### src/rtl/fetch_pkg.sv
// Shared state encoding and datapath constants for the instruction fetch sequencer.
package fetch_pkg;

  localparam int INSTR_W = 16;
  localparam int PC_W    = 16;

  localparam logic [PC_W-1:0] PC_STEP = 16'd2;

  typedef enum logic [2:0] {
    IDLE  = 3'd0,
    REQ   = 3'd1,
    WAIT  = 3'd2,
    HOLD  = 3'd3,
    FAULT = 3'd4
  } fetch_state_t;

endpackage

### src/rtl/fetch_ctrl_if.sv
// Instruction-memory read bus plus the instruction valid/ready handshake towards decode.
interface fetch_ctrl_if;
  import fetch_pkg::*;

  logic               im_read;
  logic [PC_W-1:0]    im_pc;
  logic [INSTR_W-1:0] im_instr;
  logic [INSTR_W-1:0] instr;
  logic [PC_W-1:0]    instr_pc;
  logic               instr_valid;
  logic               instr_ready;

  modport master (
    output im_read, im_pc, instr, instr_pc, instr_valid,
    input  im_instr, instr_ready
  );

  modport slave (
    input  im_read, im_pc, instr, instr_pc, instr_valid,
    output im_instr, instr_ready
  );

endinterface

### src/rtl/fetch_ctrl.sv
// Instruction fetch sequencer: owns the PC, strobes the instruction memory and hands words to decode.
// Build option FETCH_BOUND_CHK_EN adds the fetch_fault output and the out-of-range FAULT state.
//
// state | meaning
// IDLE  | parked, no fetch issued
// REQ   | read strobe high for one cycle
// WAIT  | counting memory read latency
// HOLD  | instruction presented, waiting for decode to accept
// FAULT | fetch address outside memory, left only by reset or redirect
module fetch_ctrl
  import fetch_pkg::*;
#(
  parameter int              MEM_BYTES = 32,
  parameter int              READ_LAT  = 1,
  parameter logic [PC_W-1:0] RESET_PC  = 16'h0000
) (
  input  logic            clk,
  input  logic            rst,
  input  logic            run,
  input  logic            redirect,
  input  logic [PC_W-1:0] redirect_pc,
  fetch_ctrl_if.master    bus,
`ifdef FETCH_BOUND_CHK_EN
  output logic            fetch_fault,
`endif
  output logic            busy
);

  if (MEM_BYTES < 4 || (MEM_BYTES & (MEM_BYTES - 1)) != 0 ||
      READ_LAT < 1 || READ_LAT > 7 || RESET_PC[0]) begin : g_bad_cfg
    $error("fetch_ctrl: illegal parameter combination");
  end

  localparam logic [2:0] LP_CNT_LOAD = 3'(READ_LAT - 1);

  fetch_state_t       r_state;
  logic [PC_W-1:0]    r_pc;
  logic [PC_W-1:0]    r_im_pc;
  logic               r_im_read;
  logic [INSTR_W-1:0] r_instr;
  logic [PC_W-1:0]    r_instr_pc;
  logic               r_instr_valid;
  logic [2:0]         r_cnt;

  logic [PC_W-1:0]    w_tgt;
  logic               w_xfer;
  logic               w_oob_pc;
  logic               w_oob_tgt;

  assign w_tgt  = {redirect_pc[PC_W-1:1], 1'b0};
  assign w_xfer = r_instr_valid & bus.instr_ready;

`ifdef FETCH_BOUND_CHK_EN
  localparam logic [PC_W:0] LP_LIMIT = (PC_W + 1)'(MEM_BYTES);
  logic r_fault;
  assign w_oob_pc    = {1'b0, r_pc} >= LP_LIMIT;
  assign w_oob_tgt   = {1'b0, w_tgt} >= LP_LIMIT;
  assign fetch_fault = r_fault;
`else
  assign w_oob_pc  = 1'b0;
  assign w_oob_tgt = 1'b0;
`endif

  always_ff @(posedge clk) begin
    if (rst) begin
      r_state       <= IDLE;
      r_pc          <= RESET_PC;
      r_im_pc       <= RESET_PC;
      r_im_read     <= 1'b0;
      r_instr       <= '0;
      r_instr_pc    <= '0;
      r_instr_valid <= 1'b0;
      r_cnt         <= '0;
`ifdef FETCH_BOUND_CHK_EN
      r_fault       <= 1'b0;
`endif
    end else if (redirect) begin
      r_pc          <= w_tgt;
      r_instr_valid <= 1'b0;
      r_cnt         <= '0;
`ifdef FETCH_BOUND_CHK_EN
      r_fault       <= run & w_oob_tgt;
`endif
      if (!run) begin
        r_state   <= IDLE;
        r_im_read <= 1'b0;
      end else if (w_oob_tgt) begin
        r_state   <= FAULT;
        r_im_read <= 1'b0;
        r_im_pc   <= w_tgt;
      end else begin
        // A strobe already high must drop for a cycle so memory sees a fresh edge.
        r_state   <= REQ;
        r_im_read <= ~r_im_read;
        r_im_pc   <= w_tgt;
      end
    end else begin
      case (r_state)
        IDLE: begin
          if (run) begin
            r_im_pc <= r_pc;
            if (w_oob_pc) begin
              r_state <= FAULT;
`ifdef FETCH_BOUND_CHK_EN
              r_fault <= 1'b1;
`endif
            end else begin
              r_state   <= REQ;
              r_im_read <= 1'b1;
            end
          end
        end
        REQ: begin
          if (r_im_read) begin
            r_im_read <= 1'b0;
            r_cnt     <= LP_CNT_LOAD;
            r_state   <= WAIT;
          end else begin
            r_im_read <= 1'b1;
          end
        end
        WAIT: begin
          if (r_cnt == 3'd0) begin
            r_instr       <= bus.im_instr;
            r_instr_pc    <= r_pc;
            r_pc          <= r_pc + PC_STEP;
            r_instr_valid <= 1'b1;
            r_state       <= HOLD;
          end else begin
            r_cnt <= r_cnt - 3'd1;
          end
        end
        HOLD: begin
          if (w_xfer) begin
            r_instr_valid <= 1'b0;
            if (run) begin
              r_im_pc <= r_pc;
              if (w_oob_pc) begin
                r_state <= FAULT;
`ifdef FETCH_BOUND_CHK_EN
                r_fault <= 1'b1;
`endif
              end else begin
                r_state   <= REQ;
                r_im_read <= 1'b1;
              end
            end else begin
              r_state <= IDLE;
            end
          end
        end
        FAULT:   r_state <= FAULT;
        default: r_state <= IDLE;
      endcase
    end
  end

  assign bus.im_read     = r_im_read;
  assign bus.im_pc       = r_im_pc;
  assign bus.instr       = r_instr;
  assign bus.instr_pc    = r_instr_pc;
  assign bus.instr_valid = r_instr_valid;
  assign busy            = (r_state != IDLE);

endmodule

### src/flat_wrapper.sv
// flat-port wrapper written by rule: the top's interface ports become plain ports
module fetch_ctrl_flat import fetch_pkg::*;
#(
  parameter int              MEM_BYTES = 32,
  parameter int              READ_LAT  = 1,
  parameter logic [PC_W-1:0] RESET_PC  = 16'h0000
)
  (clk, rst, run, redirect, redirect_pc, busy, bus_im_read, bus_im_pc, bus_instr, bus_instr_pc, bus_instr_valid, bus_im_instr, bus_instr_ready);
  fetch_ctrl_if bus_i ();
  input  logic clk;
  input  logic rst;
  input  logic run;
  input  logic redirect;
  input  logic [PC_W-1:0] redirect_pc;
  output logic busy;
  output wire logic [$bits(bus_i.im_read)-1:0] bus_im_read;
  output wire logic [$bits(bus_i.im_pc)-1:0] bus_im_pc;
  output wire logic [$bits(bus_i.instr)-1:0] bus_instr;
  output wire logic [$bits(bus_i.instr_pc)-1:0] bus_instr_pc;
  output wire logic [$bits(bus_i.instr_valid)-1:0] bus_instr_valid;
  input wire logic [$bits(bus_i.im_instr)-1:0] bus_im_instr;
  input wire logic [$bits(bus_i.instr_ready)-1:0] bus_instr_ready;
  assign bus_im_read = bus_i.im_read;
  assign bus_im_pc = bus_i.im_pc;
  assign bus_instr = bus_i.instr;
  assign bus_instr_pc = bus_i.instr_pc;
  assign bus_instr_valid = bus_i.instr_valid;
  assign bus_i.im_instr = bus_im_instr;
  assign bus_i.instr_ready = bus_instr_ready;
  fetch_ctrl #(.MEM_BYTES(MEM_BYTES), .READ_LAT(READ_LAT), .RESET_PC(RESET_PC)) u_core (.clk(clk), .rst(rst), .run(run), .redirect(redirect), .redirect_pc(redirect_pc), .bus(bus_i), .busy(busy));
endmodule
### config.mk
export PLATFORM = sky130hd
export DESIGN_NAME = fetch_ctrl_flat
export DESIGN_NICKNAME = d
export VERILOG_FILES = /design/src/rtl/fetch_pkg.sv /design/src/rtl/fetch_ctrl_if.sv /design/src/rtl/fetch_ctrl.sv /design/src/flat_wrapper.sv
export SDC_FILE = /design/constraint.sdc
export NUM_CORES = 1
export LEC_CHECK = 0
export ABC_AREA = 1
export CAP_MARGIN = 20
export CORE_AREA = 4 4 85 87
export CTS_BUF_LIST = sky130_fd_sc_hd__clkbuf_16
export CTS_CLUSTER_DIAMETER = 80
export DETAILED_ROUTE_END_ITERATION = 7
export DIE_AREA = 0 0 89 91
export PLACE_DENSITY = 0.95
export SLEW_MARGIN = 20
export SYNTH_ARGS = -nofsm -noshare
export SYNTH_HDL_FRONTEND = slang
export SYNTH_SLANG_ARGS = --single-unit
### constraint.sdc
create_clock -name clk -period 3.43 [get_ports clk]
set_input_delay 0.686 -clock clk [delete_from_list [all_inputs] [get_ports clk]]
set_output_delay 0.686 -clock clk [all_outputs]
set_load 0.1 [all_outputs]
# Word level (Yosys, flattened, before mapping)
# Cells that the tools add are included.
word_totals:
  out_inout_bits: 51
  inputBits: 37
  ff_bits: 72
  elab_cells: 72
op_classes:
  bitwise: 3
  add_sub_neg: 2
  eq_ne: 13
  n_mux: 27
  reduce_logical: 18
ops:
  columns: ["op", "count"]
  rows:
  - ["$mux 16", 7]
  - ["$pmux 16 s2", 1]
  - ["$mux 3", 7]
  - ["$add 16x2->16 const B", 1]
  - ["$pmux 3 s5", 1]
  - ["$reduce_and 3->1", 4]
  - ["$ne 3x2->1 const B", 3]
  - ["$mux 1", 8]
  - ["$reduce_bool 2->1", 4]
  - ["$eq 3x2->1 const B", 2]
  - ["$logic_not 3->1", 2]
  - ["$ne 2x1->1 const B", 3]
  - ["$pmux 3 s2", 1]
  - ["$reduce_and 2->1", 3]
  - ["$reduce_bool 3->1", 2]
  - ["$ne 2x2->1 const B", 2]
  - ["$reduce_and 4->1", 1]
  - ["$reduce_bool 4->1", 1]
  - ["$eq 3x1->1 const B", 1]
  - ["$eq 3x3->1 const B", 1]
  - ["$ne 3x3->1 const B", 1]
  - ["$pmux 1 s3", 1]
  - ["$sub 3x1->3 const B", 1]
  - ["$not 1->1", 2]
  - ["3 further kinds", 3]

# Longest topological paths before layout
# Gate-level depths: netlist (run 1).
depth:
  depth_word: 4
  depth_mapped: 10

# Worst setup path before layout (run 1)
# No wires, ideal clock.
synth_timing:
  path_type: "reg2reg"
  startpoint: "register u_core.r_state[1]"
  endpoint: "register u_core.r_im_pc[10] (netlist: u_core.bus.im_pc[10])"
  arrival_time_ns: 1.860
  stages_incl_launch_ff: 8
  setup_ns: 0.128
  required_ns: 3.302
  path_buffers: 1
  setup_slack_ns: 1.442
  cell_sequence: "dfxtp_1 -> nor2_1 -> nand2_1 -> nand3_1 -> nand3_1 -> buf_2 -> o21ai_0 -> a21oi_1"
synth_between:
  elab_chain_len: 3
  word_cells_on_any_way: 7
  cone_classes: "eq/ne (2); mux (2); reduce/logical (3)"
synth_lines:
  columns: ["item", "line", "rtl"]
  rows:
  - ["start: declaration", "fetch_ctrl.sv:36", "fetch_state_t r_state;"]
  - ["start signal: assignment", "fetch_ctrl.sv:66", "r_state <= IDLE;"]
  - ["start signal: assignment", "fetch_ctrl.sv:85", "r_state <= IDLE;"]
  - ["start signal: assignment", "fetch_ctrl.sv:88", "r_state <= FAULT;"]
  - ["$eq 3x2->1 or $logic_not 3->1 (tied branches)", "fetch_ctrl.sv:98", "case (r_state)"]
  - ["$ne 3x2->1 (no source line) (tied with other cells)", null, null]
  - ["$reduce_and 3->1 (no source line) or $mux 16 (tied branches)", null, null]
  - ["end signal: assignment", "fetch_ctrl.sv:90", "r_im_pc <= w_tgt;"]
  - ["end signal: assignment", "fetch_ctrl.sv:95", "r_im_pc <= w_tgt;"]
  - ["end signal: assignment", "fetch_ctrl.sv:101", "r_im_pc <= r_pc;"]
  - ["end: declaration", "fetch_ctrl.sv:38", "logic [PC_W-1:0] r_im_pc;"]
# Several ways; a longest one is shown, not always the timed one.
# A chain may end at the register's enable or synchronous reset.

# Worst setup path after layout (run 1)
layout_timing:
  startpoint: "input redirect"
  endpoint: "register u_core.r_instr[2] (netlist: u_core.bus.instr[2])"
layout_between:
  elab_chain_len: 2
layout_lines:
  columns: ["item", "line", "rtl"]
  rows:
  - ["start: declaration", "flat_wrapper.sv:13", "input logic redirect;"]
  - ["$not 1->1 (no source line)", null, null]
  - ["$reduce_and 3->1 (no source line)", null, null]
  - ["end signal: assignment", "fetch_ctrl.sv:124", "r_instr <= bus.im_instr;"]
  - ["end: declaration", "fetch_ctrl.sv:40", "logic [INSTR_W-1:0] r_instr;"]
# Every way passes these cells.

==> results.md, run 1 <==
* Status: completed
* Syn_area_per_cell at 6.96 sq um
* Final WL at 8890 microns
* P per Cell Area at 530 nW/um^2
* Hold Fails Final Rpt at 0
* TritonRoute pass-1 iters at 6
* Leak at 1.87 nW
* Maximum VDD drop at 0.418 mV
* # DRC at 0
* Clk sinks at 69
* Post-DP Area at 4130 sq um
* Die area at 8100 sq um
* Worst setup margin at 0.823 ns
* Synth Instances at 484
* Crit path max fanout at 48
* Initial antenna violation count at 0
* Psw at 0.740 mW
* Largest net degree at the start of global routing at 51
* Syn. warnings at 0
* Period utilization at 0.760
* RSZ-0062 raised after global routing: false
* Post-CTS Hold Buffers at 0
* Sw frac at 0.315
* CTS clk-pin slew, worst paths at 0.06 ns
* Insertion delay to the later sink of the worst-skew pair at 0.33 ns
* Port bufs at 84
* Final #Nets at 595
* Layout Skew at 0.00373 ns
* Design area at 4440 sq um
* MaxCap Viol Count at 0
* Least-Margin Pin Slew at 1.03 ns
* Routed vias at 3,470
* Global-route wire length before repair at 14,500 microns
* Number of global-route vias before repair at 3,275
* Routability congestion estimate at 0.887
* Leading register cell type out of synthesis: dfxtp_1
* CTS tree: yes
* Post-synthesis sequential area ratio at 0.410
* Core area at 6350 sq um
* Starting density of the core at 0.531
* Finish-stage setup viols at 0
* Drt initial violations at 463
* Grt ovf at 0
* Num CTS Buffers at 9
* Number of synthesized flops with an enable pin at 0
* Horiz. Die Dim at 89 microns
* Utilization after layout at 0.700
* CTS-repair resized insts at 0
* Clock power share at 0.415
* Required time of the critical path at 3.65 ns
* Register bit total from synthesis at 69
* CP Class: in2reg
* Hold Slack at 0.443 ns
* Crit end category: register
* Worst min path class: reg2reg
* Comb power frac at 0.213
* Placed instance count at 621
* Pins Over Slew Limit at 0
* Die H at 91 microns
* Netlist cell types at 30
* Type of origin of the critical path: input port
* HPWL Detailed at 6190 microns
* Overall global routing resource usage at 0.221
* FMAX at 384 MHz
* Post CTS Setup Buffer Count at 0
* Synth Cell Area at 3370 sq um
* P_int at 1.61 mW
* Total power at 2.35 mW
* Setup_tns at 0 ns
* Clk buf depth at 2
* H-tree Lvls at 3
* Area Growth Syn to Fin at 31.9%
* Routed WL per cell at 13.9 microns
* # diodes at 0
* CP arrival at 2.83 ns
* Post-synth ARST share at 0
* Flop pwr share at 0.372
* Root Driver: clkbuf_16
* Routed Antenna Nets at 0
* Place WS at 0.448 ns
* Final min period at 2.61 ns
* Worst slew margin at 0.310
* Total I/O pin count at 88
* Final std cells w/o fill at 637
* # rows at 29
* Vias per inst at 5.45
* Layout cells sized above 1 at 0.0946
-- Yosys cell counts (5+ instances only) --
| library cell | n | area, sq um |
|---|---|---|
| a211oi_1 | 6 | 45.0 |
| a211oi_2 | 8 | 100 |
| a21oi_1 | 30 | 150 |
| a31oi_1 | 5 | 31.3 |
| buf_2 | 9 | 45.0 |
| clkbuf_1 | 10 | 37.5 |
| dfxtp_1 | 69 | 1380 |
| inv_1 | 53 | 199 |
| nand2_1 | 73 | 274 |
| nand3_1 | 32 | 160 |
| nand4_1 | 8 | 50.1 |
| nor2_1 | 87 | 327 |
| o21ai_0 | 58 | 290 |
-- state kept, by name (all words and copies together) (netlist names) --
signal,count
u_core.bus.im_pc,15
u_core.bus.im_read,1
u_core.bus.instr,16
u_core.bus.instr_pc,15
u_core.bus.instr_valid,1
u_core.r_cnt,3
u_core.r_pc,15
u_core.r_state,3
-- area by class of cell --
type                    count  area [sq um]
multi-input cells         332          1620
clock buffers               9           225
inverters                  57           214
well taps                  77          96.3
repair buffers             86           813
fillers                   477          1910
clock inverters             7          88.8
flip-flops and latches     69          1380
-- kinds of logic after synthesis --
logic type,share of synthesized area
flops,0.410
buf+inv,0.109
compound gates,0.193
other cells,0.00111
fa+ha+maj,0.0111
simple gates,0.273
xor+xnor,0.00260
-- path summary, 6_finish.rpt --
path	to	from	cells after the start	slack [ns]
max reg2reg	u_core.bus.instr[2]$_SDFFE_PP0P_	u_core.r_cnt[0]$_SDFFE_PP0P_	9	0.83
max	u_core.bus.instr[2]$_SDFFE_PP0P_	redirect	5	0.82
min	u_core.bus.im_pc[9]$_SDFFE_PP0P_	u_core.bus.im_pc[9]$_SDFFE_PP0P_	2	0.44
min reg2reg	u_core.bus.im_pc[9]$_SDFFE_PP0P_	u_core.bus.im_pc[9]$_SDFFE_PP0P_	2	0.44
-- power groups by stage --
stage,combinational (mW),sequential [mW],clock (mW)
after detailed placement,0.496,0.892,0
final,0.500,0.876,0.976
after floorplan,0.192,1.07,0
after global placement,0.483,0.889,0
after global routing,0.534,0.882,1.02
after CTS,0.499,0.875,0.985
-- per-layer routing --
layer  part of all wire  track usage  up-vias
li1                   -            -     1723
met1               0.42        0.286     1561
met2               0.47        0.342      168
met3              0.098       0.0643       18
met4              0.020       0.0918        0
met5                  0            0        -
-- cell usage in the layout, fill, tap and decap left out, drive strengths merged, types with 2 or more instances in the layout --
cell type	synthesis	routed
nor2	92	92
nand2	73	73
dfxtp	69	69
clkdlybuf4s50	0	67
o21ai	62	62
inv	57	58
nand3	34	34
a21oi	30	30
buf	17	19
a211oi	14	14
clkbuf	10	9
nand4	8	8
a31oi	5	5
nor3	4	4
ha	3	3
clkinv	0	3
a21boi	2	2
conb	1	2
bufinv	0	2
-- worst max-delay path, cell delays in order --
cell and delay (ns):
clkdlybuf4s50_1 0.50, nor2_4 0.83, inv_1 0.51, nor2_1 0.22
nor2_1 0.06
Note: power is estimated with default switching activity, not from simulation.
==> run 2, diff against run 1 <==
Settings changed: CORE_AREA 4 4 85 87 to 4 4 88 90, DIE_AREA 0 0 89 91 to 0 0 92 94, PLACE_DENSITY 0.95 to 0.91.
Clock period 3.43 ns to 2.5 ns, I/O delays scaled along.
==> run 2 against run 1 <==
Clock power grew 12%. Clock-buffer cell count is the same. Sequential share of layout area grew 0.44 points. Critical endpoint is now u_core.bus.im_pc[14]$_SDFFE_PP0P_.
==> results.md, run 2 (synthesized netlist as in run 1, its figures left out) <==
* Routability congestion estimate at 0.881 (-0.60%)
* Insertion delay to the later sink of the worst-skew pair at 0.32 ns (about the same)
* Starting density of the core at 0.477 (-0.0533)
* CTS clk-pin slew, worst paths at 0.05 ns (about the same)
* Worst path cell trace: clkdlybuf4s50_1, inv_2, nand3_1, nand3_1, buf_4, o21ai_0, a21oi_1
* Final std cells w/o fill at 665 (+4.4%)
* Sw frac at 0.330 (+0.0153)
* Die H at 94 microns (+3.3%)
* Port bufs at 84 (unchanged)
* Die area at 8650 sq um (+6.8%)
* Layout Skew at 0.00749 ns (+0.00375 ns)
* FMAX at 546 MHz
* Leak at 1.94 nW (+3.8%)
* Routed Antenna Nets at 0 (unchanged)
* RSZ-0062 raised after global routing: false
* Hold Fails Final Rpt at 0 (unchanged)
* Commonest non-fill, non-tap cell in the layout: nor2_1
* HPWL Detailed at 6170 microns (-0.30%)
* Placed instance count at 649 (+4.5%)
* CP peak stage delay at 0.47 ns (-0.36 ns)
* Vias per inst at 5.15 (-5.4%)
* P_int at 2.00 mW (+24%)
* Status: completed
* CP arrival at 2.08 ns (-0.75 ns)
* Finish-stage setup viols at 0 (unchanged)
* Layout cells sized above 1 at 0.157 (+0.0626)
* Reg area at 1380 sq um (unchanged)
* Setup_tns at 0 ns (unchanged)
* Global-route wire length before repair at 14,200 microns (-2.4%)
* Flop pwr share at 0.404 (+0.032)
* # DRC at 0 (unchanged)
* Type of origin of the critical path: input port
* CTS-repair resized insts at 0 (unchanged)
* Initial antenna violation count at 0 (unchanged)
* CP Class: in2reg
* Comb power frac at 0.229 (+0.016)
* Num CTS Buffers at 9 (unchanged)
* H-tree Lvls at 3 (unchanged)
* Worst min path class: reg2reg
* Horiz. Die Dim at 92 microns (+3.4%)
* Pins Over Slew Limit at 0 (unchanged)
* Multi-input gate area at 1620 sq um (unchanged)
* Crit end category: register
* Largest net degree at the start of global routing at 41 (-20%)
* Post CTS Setup Buffer Count at 0 (unchanged)
* P per Cell Area at 680 nW/um^2 (+28%)
* Area Growth Syn to Fin at 30.0%
* Final WL at 8530 microns (-4.0%)
* Max reg flops at 16 (unchanged)
* Clk buf depth at 2 (unchanged)
* # diodes at 0 (unchanged)
* TritonRoute pass-1 iters at 5 (-1)
* Crit path top cell by count: nand3_1
* Required time of the critical path at 2.75 ns (-0.90 ns)
* # fillers at 625 (+31%)
* Grt ovf at 0 (unchanged)
* Crit path max fanout at 30 (-38%)
* Period utilization at 0.732
* Root Driver: clkbuf_16
* Clock power share at 0.367 (-0.048)
* CTS tree: yes
* Clk sinks at 69 (unchanged)
* Final min period at 1.83 ns
* # rows at 31 (+6.9%)
* MaxCap Viol Count at 0 (unchanged)
* Final #Nets at 601 (+1.0%)
* Drt initial violations at 350 (-24%)
* Most frequent cells in the layout: nor2_1 (87), nand2_1 (73), dfxtp_1 (69), o21ai_0 (58), buf_4 (57)
* Slowest CP cell: clkdlybuf4s50_1
* Psw at 0.983 mW (+33%)
* Number of global-route vias before repair at 3,188 (-2.7%)
* Routed vias at 3,426 (-1.3%)
* Maximum VDD drop at 0.518 mV (+24%)
* Total I/O pin count at 88 (unchanged)
* Post-CTS Hold Buffers at 0 (unchanged)
* Routed WL per cell at 12.8 microns (-8.1%)
* Core area at 7060 sq um (+11%)
* Overall global routing resource usage at 0.202 (-0.0187)
==> run 2: through the flow <==
stage | hold WS, ns | util | total power [mW] | setup slack [ns] | instance area [sq um]
after global placement | 0.434 | 0.584 | 1.88 | 0.448 | 4120
after global routing | 0.465 | 0.621 | 3.11 | 0.491 | 4380
after detailed placement | 0.437 | 0.584 | 1.90 | 0.388 | 4120
after floorplan | 0.442 | - | 1.73 | 0.512 | 3370
after CTS | 0.445 | 0.621 | 2.99 | 0.695 | 4380
final | 0.442 | 0.621 | 2.98 | 0.670 | 4380
==> run 2: worst max-delay path: cells and delay by family <==
family          cells  cell delay (ns)
buf+inv             3             1.00
simple gates        2             0.32
compound gates      2             0.26
==> run 2: worst paths after layout <==
kind | startpoint | to | slack (ns) | cells past startpoint
setup / recovery | redirect | u_core.bus.im_pc[14]$_SDFFE_PP0P_ | 0.67 | 7
setup reg to reg | u_core.r_cnt[0]$_SDFFE_PP0P_ | u_core.bus.instr_pc[1]$_SDFFE_PP0P_ | 0.72 | 10
hold / removal | u_core.bus.im_pc[15]$_SDFFE_PP0P_ | u_core.bus.im_pc[15]$_SDFFE_PP0P_ | 0.44 | 2
hold reg to reg | u_core.bus.im_pc[15]$_SDFFE_PP0P_ | u_core.bus.im_pc[15]$_SDFFE_PP0P_ | 0.44 | 2
==> run 2: power by group through the flow <==
stage / Clock (mW) / Combinational (mW) / Sequential (mW)
after global placement: 0 / 0.660 / 1.22
after global routing: 1.16 / 0.734 / 1.21
after detailed placement: 0 / 0.673 / 1.22
final: 1.09 / 0.681 / 1.20
after floorplan: 0 / 0.263 / 1.46
after CTS: 1.11 / 0.678 / 1.20
==> run 2: layout make-up <==
| cell class | count | share of cell area |
|---|---|---|
| Sequential cell | 69 | 0.315 |
| Multi-Input combinational cell | 332 | 0.371 |
| Timing Repair Buffer | 92 | 0.178 |
| Clock inverter | 7 | 0.00771 |
| Clock buffer | 9 | 0.0514 |
| Tap cell | 99 | 0.0283 |
| Inverter | 57 | 0.0488 |
==> run 2: metal layers <==
layer  global-route usage  routed length, microns  vias to the layer above
li1                     -                       -                     1731
met1                0.250                    3700                     1518
met2                0.333                    3900                      164
met3               0.0625                     820                       13
met4               0.0743                     107                        0
met5                    0                       0                        -
